**config.mk**
```make
export PLATFORM = sky130hd
export DESIGN_NAME = sseq_tx
export DESIGN_NICKNAME = d
export VERILOG_FILES = /design/src/rtl/sseq_pkg.sv /design/src/rtl/sseq_tx_piso_shift.sv /design/src/rtl/sseq_tx.sv
export SDC_FILE = /design/constraint.sdc
export NUM_CORES = 1
export LEC_CHECK = 0
export ABC_AREA = 0
export BUFFER_PORTS_ARGS = -buffer_cell sky130_fd_sc_hd__buf_2
export CORE_MARGIN = 8
export CORE_UTILIZATION = 30
export CTS_CLUSTER_SIZE = 40
export DETAILED_ROUTE_END_ITERATION = 10
export PLACE_DENSITY = 0.54
export SETUP_SLACK_MARGIN = 0.4
export SKIP_LAST_GASP = 1
export SLEW_MARGIN = 5
export SYNTH_ARGS = -nofsm -noshare
export SYNTH_HDL_FRONTEND = slang
export SYNTH_HIERARCHICAL = 1
export SYNTH_SLANG_ARGS = --single-unit
```
**constraint.sdc**
```tcl
create_clock -name clk -period 2.93 [get_ports clk]
set_input_delay 0.586 -clock clk [delete_from_list [all_inputs] [get_ports clk]]
set_output_delay 0.586 -clock clk [all_outputs]
set_load 0.005 [all_outputs]
```
**src/rtl/sseq_pkg.sv**
```systemverilog
// Shared definitions for the bit-serial adder transmit/collect block.
//   SSEQ_N  : default operand width
//   state_e : controller state encoding (IDLE=0, SHIFT=1, DONE=2)
package sseq_pkg;

    localparam int SSEQ_N = 4;

    typedef enum logic [1:0] {
        IDLE  = 2'd0,
        SHIFT = 2'd1,
        DONE  = 2'd2
    } state_e;

endpackage

```
**src/rtl/sseq_tx_piso_shift.sv**
```systemverilog
// N-bit parallel-in / serial-out register, LSB first.
//   clk, rst : clock and synchronous active-high reset
//   load_i   : capture d_i (wins over shift_i)
//   shift_i  : shift right by one, zero fill from the top
//   d_i      : parallel data
//   q_o      : current serial bit (register bit 0)
module piso_shift #(
    parameter int N = 4
) (
    input  logic         clk,
    input  logic         rst,
    input  logic         load_i,
    input  logic         shift_i,
    input  logic [N-1:0] d_i,
    output logic         q_o
);

    logic [N-1:0] sr_q;

    always_ff @(posedge clk) begin
        if (rst) begin
            sr_q <= '0;
        end else if (load_i) begin
            sr_q <= d_i;
        end else if (shift_i) begin
            sr_q <= {1'b0, sr_q[N-1:1]};
        end
    end

    assign q_o = sr_q[0];

endmodule

```
**src/rtl/sseq_tx.sv**
```systemverilog
// Transmit/collect end of the bit-serial adder link.
// Launches two N-bit operands LSB first on X/Y, collects the returned sum
// bit Zin each cycle and presents the (N+1)-bit result on S.
//   clk, rst  : clock, synchronous active-high reset
//   start     : launch request, honoured only in IDLE
//   A, B      : operands, captured on the accepted start
//   Zin       : serial sum bit (combinational from current X/Y)
//   X, Y      : serial operand bits
//   first     : high during bit 0 (adder clears its carry)
//   busy      : high while shifting
//   done      : one-cycle pulse, S valid
//   S         : last completed result, S[N] = final carry
//   dbg_state : controller state, for observation only
//
// Handshake: start is a level request sampled on a clock edge while IDLE;
// it is neither queued nor remembered in SHIFT/DONE. busy covers the N+1
// shift cycles; done pulses for exactly one cycle after them, and S changes
// only on the edge that raises done.
module sseq_tx
    import sseq_pkg::*;
#(
    parameter int N = SSEQ_N
) (
    input  logic         clk,
    input  logic         rst,
    input  logic         start,
    input  logic [N-1:0] A,
    input  logic [N-1:0] B,
    input  logic         Zin,
    output logic         X,
    output logic         Y,
    output logic         first,
    output logic         busy,
    output logic         done,
    output logic [N:0]   S,
    output logic [1:0]   dbg_state
);

    localparam int CW = $clog2(N + 1);
    localparam logic [CW-1:0] LAST = CW'(N);

    state_e        state_q, state_d;
    logic [CW-1:0] cnt_q, cnt_d;
    logic [N:0]    col_q, col_d;
    logic [N:0]    s_q, s_d;
    logic          load, shift;
    logic          a_bit, b_bit;

    piso_shift #(.N(N)) u_sr_a (
        .clk     (clk),
        .rst     (rst),
        .load_i  (load),
        .shift_i (shift),
        .d_i     (A),
        .q_o     (a_bit)
    );

    piso_shift #(.N(N)) u_sr_b (
        .clk     (clk),
        .rst     (rst),
        .load_i  (load),
        .shift_i (shift),
        .d_i     (B),
        .q_o     (b_bit)
    );

    always_ff @(posedge clk) begin
        if (rst) begin
            state_q <= IDLE;
            cnt_q   <= '0;
            col_q   <= '0;
            s_q     <= '0;
        end else begin
            state_q <= state_d;
            cnt_q   <= cnt_d;
            col_q   <= col_d;
            s_q     <= s_d;
        end
    end

    always_comb begin
        state_d = state_q;
        cnt_d   = cnt_q;
        col_d   = col_q;
        s_d     = s_q;
        load    = 1'b0;
        shift   = 1'b0;
        case (state_q)
            IDLE: begin
                if (start) begin
                    state_d = SHIFT;
                    cnt_d   = '0;
                    col_d   = '0;
                    load    = 1'b1;
                end
            end
            SHIFT: begin
                shift = 1'b1;
                // Right-shift into the MSB: after N+1 samples the bit taken
                // in cycle 0 has reached bit 0.
                col_d = {Zin, col_q[N:1]};
                cnt_d = cnt_q + CW'(1);
                if (cnt_q == LAST) begin
                    state_d = DONE;
                    cnt_d   = '0;
                    s_d     = col_d;
                end
            end
            DONE: begin
                state_d = IDLE;
            end
            default: begin
                state_d = IDLE;
            end
        endcase
    end

    // All outputs decode flops only; the flush cycle (cnt == N) forces X/Y
    // low so the adder emits its final carry as the last sum bit.
    assign busy      = (state_q == SHIFT);
    assign done      = (state_q == DONE);
    assign first     = busy && (cnt_q == '0);
    assign X         = busy && (cnt_q != LAST) && a_bit;
    assign Y         = busy && (cnt_q != LAST) && b_bit;
    assign S         = s_q;
    assign dbg_state = state_q;

endmodule

```
==> impl_metrics.ini, run 1 <==
[status]
outcome = completed

[yosys]
async_flop_share_pct = 0
ys.flop_type = dfxtp_1
synth_area_leaders = dfxtp_1, mux2i_1, a211oi_1
post-synth-top-count-cell = dfxtp_1
yosysSeqAreaShare_pct = 46.7
yosys.cell_types.count = 24
synth_fp_nets = 111
synthCells = 97
synth_area_per_cell_um2 = 9.73
netlist.top_cell.by_area = dfxtp_1
synthesis.area_um2 = 943
synth_seq_cells = 22
synth_edf_count = 0
synth-warning-count = 6
synth_top_area_share_pct = 46.7
ys_top_cells_by_count = dfxtp_1, mux2i_1, nor2_1, nand2_1, nor2b_1

[drt]
wl_met2_um = 989
wl_met3_um = 100
dr.pass1.iters = 4
via_per_inst = 4.55
routed_wirelength_mm = 2.02
routed.top_layer = met4
routed-via-count = 755
wl_per_cell_um = 12.2
wl_met1_um = 891
ant_nets = 0
drcViolationCount = 0
drtIter0Drc = 35

[setup_path]
ff2ff_path_depth = 4
path_cells = nand2b_2 > clkinv_4 > and3_1 > buf_2
crit_path_end_kind = output port
cp.required_ns = 2.34
cp_max_fo = 17
cp_num_cells = 4
cpMaxStageDelayCell = dfxtp_1
cp.arrival_ns = 1.46
crit_buf_inv = 2
critPathKind = reg2out
cp_slowest_stage_delay_ns = 0.44
critPathLaunchType = flip-flop
crit_family = flip-flops

[die]
rows = 20
io_pins = 24
die_area_um2 = 5190
core_um2 = 3030
die_h_um = 72.1
chipWidth_um = 72.1
start_util_pct = 31.2

[cts]
cts_buffers = 3
cts_tree = yes
cts-resized-gates = 0
clock_path_buffers = 2
root_buffer = clkbuf_4
hold_buffers = 0
clk_latency_ns = 0.30
cts.clk_slew.worst_paths_ns = 0.12
post_cts_buffers = 0
cts.sink_count = 22
htreeDepth = 1

[global_route]
antenna_found_initial = 0
grt_pass1_vias = 742
grt_max_degree = 23
grt.overflow.total = 0
grt_first_pass_wirelength_mm = 3.39
gr-usage-all-layers_pct = 8.29

[pwr]
switching_power_w = 0.000136
power.total_w = 0.000529
p_seq_share_pct = 60.8
p_int_w = 0.000393
power-per-cell-area_nw_per_um2 = 467
ir_drop_v = 0.000211
swShare_pct = 25.7
p_leak_nw = 0.526
p_clk_share_pct = 25.5
p_comb_share_pct = 13.8

[timing]
timing.fmax_mhz = 488
fin_tns_setup_ns = 0
finalSetupViolations = 0
fin_crit_sh_pct = 70.0
relSlewSlack_pct = 70.8
whs_ns = 0.478
fin_skew_ns = 0.00821
period_needed_ns = 2.05
maxSlewViolCount = 0
tightest_slew_ns = 0.437
hold_viol = 0
rsz0062_at_grt = false

[place]
io_buffer_count = 23
hpwl_mm = 1.49
gp_routability_congestion = 0.733

[final_layout]
antenna_cells = 0
multi_input_area_um2 = 472
nets = 138
area_delta_synth_final_pct = 20.0
layout-drive-gt1-share_pct = 27.0
final-seq-area_um2 = 440
n_fill_cell = 301

[run]
drv_cap = 0

[worst_hold_path]
min_path_type = reg2reg
whs_path_depth = 2
[flip-flops by register name, indices dropped and copies added (netlist names)]
name         cells
S                5
col_q            4
u_sr_a/sr_q      4
u_sr_b/sr_q      4
cnt_q            3
dbg_state        2
[cell type report]
class                      count  area share (%)
tap                           44            4.86
clock buffer                   3            1.99
timing repair buffer          23            10.2
multi-input combinational     68            41.7
inverter                       6            2.43
sequential                    22            38.9
[through the flow]
stage	setup slack, ns	util, %	cells	area (um^2)
after CTS	0.827	37.4	166	1130
after global placement	1.21	36.7	163	1110
after global routing	0.733	37.4	166	1130
after detailed placement	1.14	36.7	163	1110
final	0.880	37.4	166	1130
after floorplan	1.43	-	97	943
[power groups by stage]
stage / Sequential, W / Clock [W] / Combinational [W]
2_1_floorplan: 0.000326 / 0 / 0.0000490
3_3_place_gp: 0.000328 / 0 / 0.0000720
3_5_place_dp: 0.000328 / 0 / 0.0000735
4_1_cts: 0.000322 / 0.000144 / 0.0000738
5_1_grt: 0.000323 / 0.000153 / 0.0000824
6_report: 0.000322 / 0.000135 / 0.0000728
[layer usage]
layer,vias up,track usage [%]
met5,-,0
met3,2,3.17
met4,0,4.76
met1,347,8.84
li1,393,-
met2,13,13.6
[cells in the final DEF (no fill, tap or decap), types with 2 or more instances in the layout]
master	n
nor2_1	9
buf_2	23
nand2_1	7
ha_1	2
nor3b_1	3
a22oi_1	2
nor2b_1	7
inv_1	5
a211oi_1	6
and3_1	2
mux2i_1	11
or3b_1	2
a21oi_1	6
dfxtp_1	22
clkbuf_4	3
nand3_1	3
[worst register-to-register path: cells and delay by family, from the launching register on]
kind	cells	cell delay [ns]
DFF	1	0.40
buffers and inverters	2	0.39
and+or+nand+nor	1	0.46
AOI/OAI and AO/OA	1	0.22
[final timing paths]
path | startpoint | to | slack (ns)
min | col_q[1] | col_q[1] | 0.48
max | dbg_state[1] | X | 0.88
max reg2reg | dbg_state[0] | u_sr_b/sr_q[0] | 1.39
min reg2reg | col_q[1] | col_q[1] | 0.48
[kinds of logic after synthesis]
group,synth area share (%)
AOI/OAI and AO/OA,13.1
buffers and inverters,3.32
DFF,46.7
muxes,11.7
adders and majority gates,2.65
and+or+nand+nor,22.5
No activity file was read; power rests on OpenSTA's default activity.
==> inputs of run 2 (changes only) <==
Settings changed: ABC_AREA 0 to 1.
Clock period 2.93 ns to 2.07 ns, I/O delays scaled along.
==> run 2 against run 1 <==
Net effect:
- sequential cell count stayed put
- register-to-register slack got worse by 0.70 ns
- critical path depth is 2 higher
- utilization up 2.0 points
==> impl_metrics.ini, run 2 <==
[setup_path]
cp_common_cell = nand2_4
cpMaxStageDelayCell = dfxtp_2
cp.arrival_ns = 1.21
cp_slowest_stage_delay_ns = 0.35
crit_path_end_kind = output port
r2r_slack_ns = 0.69
critPathKind = reg2out
cp_max_fo = 3
path_cells = inv_2 > ha_4 > nand2_4 > nand2_4 > nor2_1 > buf_2
critPathLaunchType = flip-flop
cp.required_ns = 1.66

[yosys]
synth_fp_nets = 162
synth_compound_area_share_pct = 8.30
yosys.cell_types.count = 13
synth_top_area_share_pct = 44.3
synthCells = 148
muxShareOfSynthArea_pct = 0
yosys.area_share.simple_pct = 33.8
post-synth-top-count-cell = nand2_1
synth-warning-count = 6
synth_area_leaders = dfxtp_1, nand2_1, inv_1
netlist.top_cell.by_area = dfxtp_1
ys_top_cells_by_count = nand2_1, dfxtp_1, inv_1, nand3_1, nor2_1
synthXorXnorAreaFrac_pct = 0
async_flop_share_pct = 0
synth_edf_count = 0
ys.flop_type = dfxtp_1
synth_top_family_by_area = simple AND/OR/NAND/NOR gates
synthAdderAreaFrac_pct = 2.52
yosysSeqAreaShare_pct = 44.3
synthesis.area_um2 = 995
synth_area_per_cell_um2 = 6.72
synth_seq_cells = 22

[timing]
rsz0062_at_grt = true
maxSlewViolCount = 0
relSlewSlack_pct = 67.7
tightest_slew_ns = 0.481
fin_tns_setup_ns = 0
timing.fmax_mhz = 617
whs_ns = 0.341
fin_crit_sh_pct = 78.2
fin_skew_ns = 0.00446
period_needed_ns = 1.62
hold_viol = 0
finalSetupViolations = 0

[cts]
clock_path_buffers = 2
clk_latency_ns = 0.31
htreeDepth = 1
cts.clk_slew.worst_paths_ns = 0.13
cts_tree = yes
cts.sink_count = 22
cts_buffers = 3
root_buffer = clkbuf_4
hold_buffers = 0

[drt]
drtIter0Drc = 39
wl_per_cell_um = 10.1
via_per_inst = 4.18
drcViolationCount = 0
routed_wirelength_mm = 2.28
ant_nets = 0
routed-via-count = 945
dr.pass1.iters = 4

[die]
die_area_um2 = 5410
core_um2 = 3260
start_util_pct = 30.5
chipWidth_um = 73.6
rows = 21
die_h_um = 73.6
io_pins = 24

[status]
outcome = completed

[global_route]
antenna_found_initial = 0
grt.overflow.total = 0
gr-usage-all-layers_pct = 9.26
grt_max_degree = 17
grt_pass1_vias = 942
grt_first_pass_wirelength_mm = 3.92

[final_layout]
nets = 195
final_cell_mix = nand2_1, buf_2, inv_1, dfxtp_1, nand3_1
final_cells = 226
antenna_cells = 0
layout-drive-gt1-share_pct = 28.9
final_common_cell = nand2_1
largest_reg_flops = 5
area_delta_synth_final_pct = 29.2

[pwr]
power-per-cell-area_nw_per_um2 = 635
p_leak_nw = 0.633
ir_drop_v = 0.000227

[place]
hpwl_mm = 1.67
place_inst = 217
io_buffer_count = 23
gp_routability_congestion = 0.706

[run]
drv_cap = 0

[worst_hold_path]
min_path_type = in2reg
==> run 2: path summary, 6_finish.rpt <==
check             cells past startpoint             end     start
setup / recovery                      6               Y  cnt_q[0]
hold / removal                        3  u_sr_a/sr_q[3]      A[3]
setup reg to reg                      9            S[1]  cnt_q[0]
hold reg to reg                       2            S[3]      S[3]
==> run 2: layer usage <==
metal  GRT usage, %  vias to the layer above  share of wire [%]
met5              0                        -                  0
met4           4.66                        0               0.66
met3           3.55                        2                7.6
met2           15.7                       20                 49
met1           9.67                      409                 43
li1               -                      514                  -
==> run 2: what timing repair did <==
action,in CTS,in global routing
endpoints found under the hold margin,0,0
pin swaps,3,2
resized for setup,6,9
setup endpoints to repair,3,3
cloned,0,0
buffers inserted,3,2
==> run 2: layout make-up <==
| cell class | count | area, um^2 |
|---|---|---|
| timing repair buffer | 30 | 171 |
| tap | 46 | 57.6 |
| multi-input combinational | 99 | 479 |
| fill | 384 | 1970 |
| clock buffer | 4 | 36.3 |
| inverter | 25 | 93.8 |
| sequential | 22 | 447 |
==> run 2: power breakdown <==
group          internal [W]  switching [W]
sequential         0.000440      0.0000107
clock              0.000107       0.000133
combinational     0.0000517      0.0000732
==> run 2: per-stage QoR <==
step,cell area (um^2),power (W),util (%),setup slack (ns)
floorplan,995,0.000533,-,0.726
global placement,1170,0.000567,35.8,0.580
detailed placement,1170,0.000570,35.8,0.547
CTS,1240,0.000824,37.9,0.410
global route,1280,0.000864,39.4,0.366
finish,1280,0.000816,39.4,0.450
==> run 2: cells by family after synthesis <==
kind of cell | after synthesis
flops | 22
compound gates | 15
buf+inv | 27
fa+ha+maj | 2
simple gates | 82
==> run 2: worst max-delay path, delay by kind of cell (launching register included) <==
kind                       cells  cell delay, ns
and+or+nand+nor                3            0.22
DFF                            1            0.35
adders and majority gates      1            0.16
buffers and inverters          2            0.17
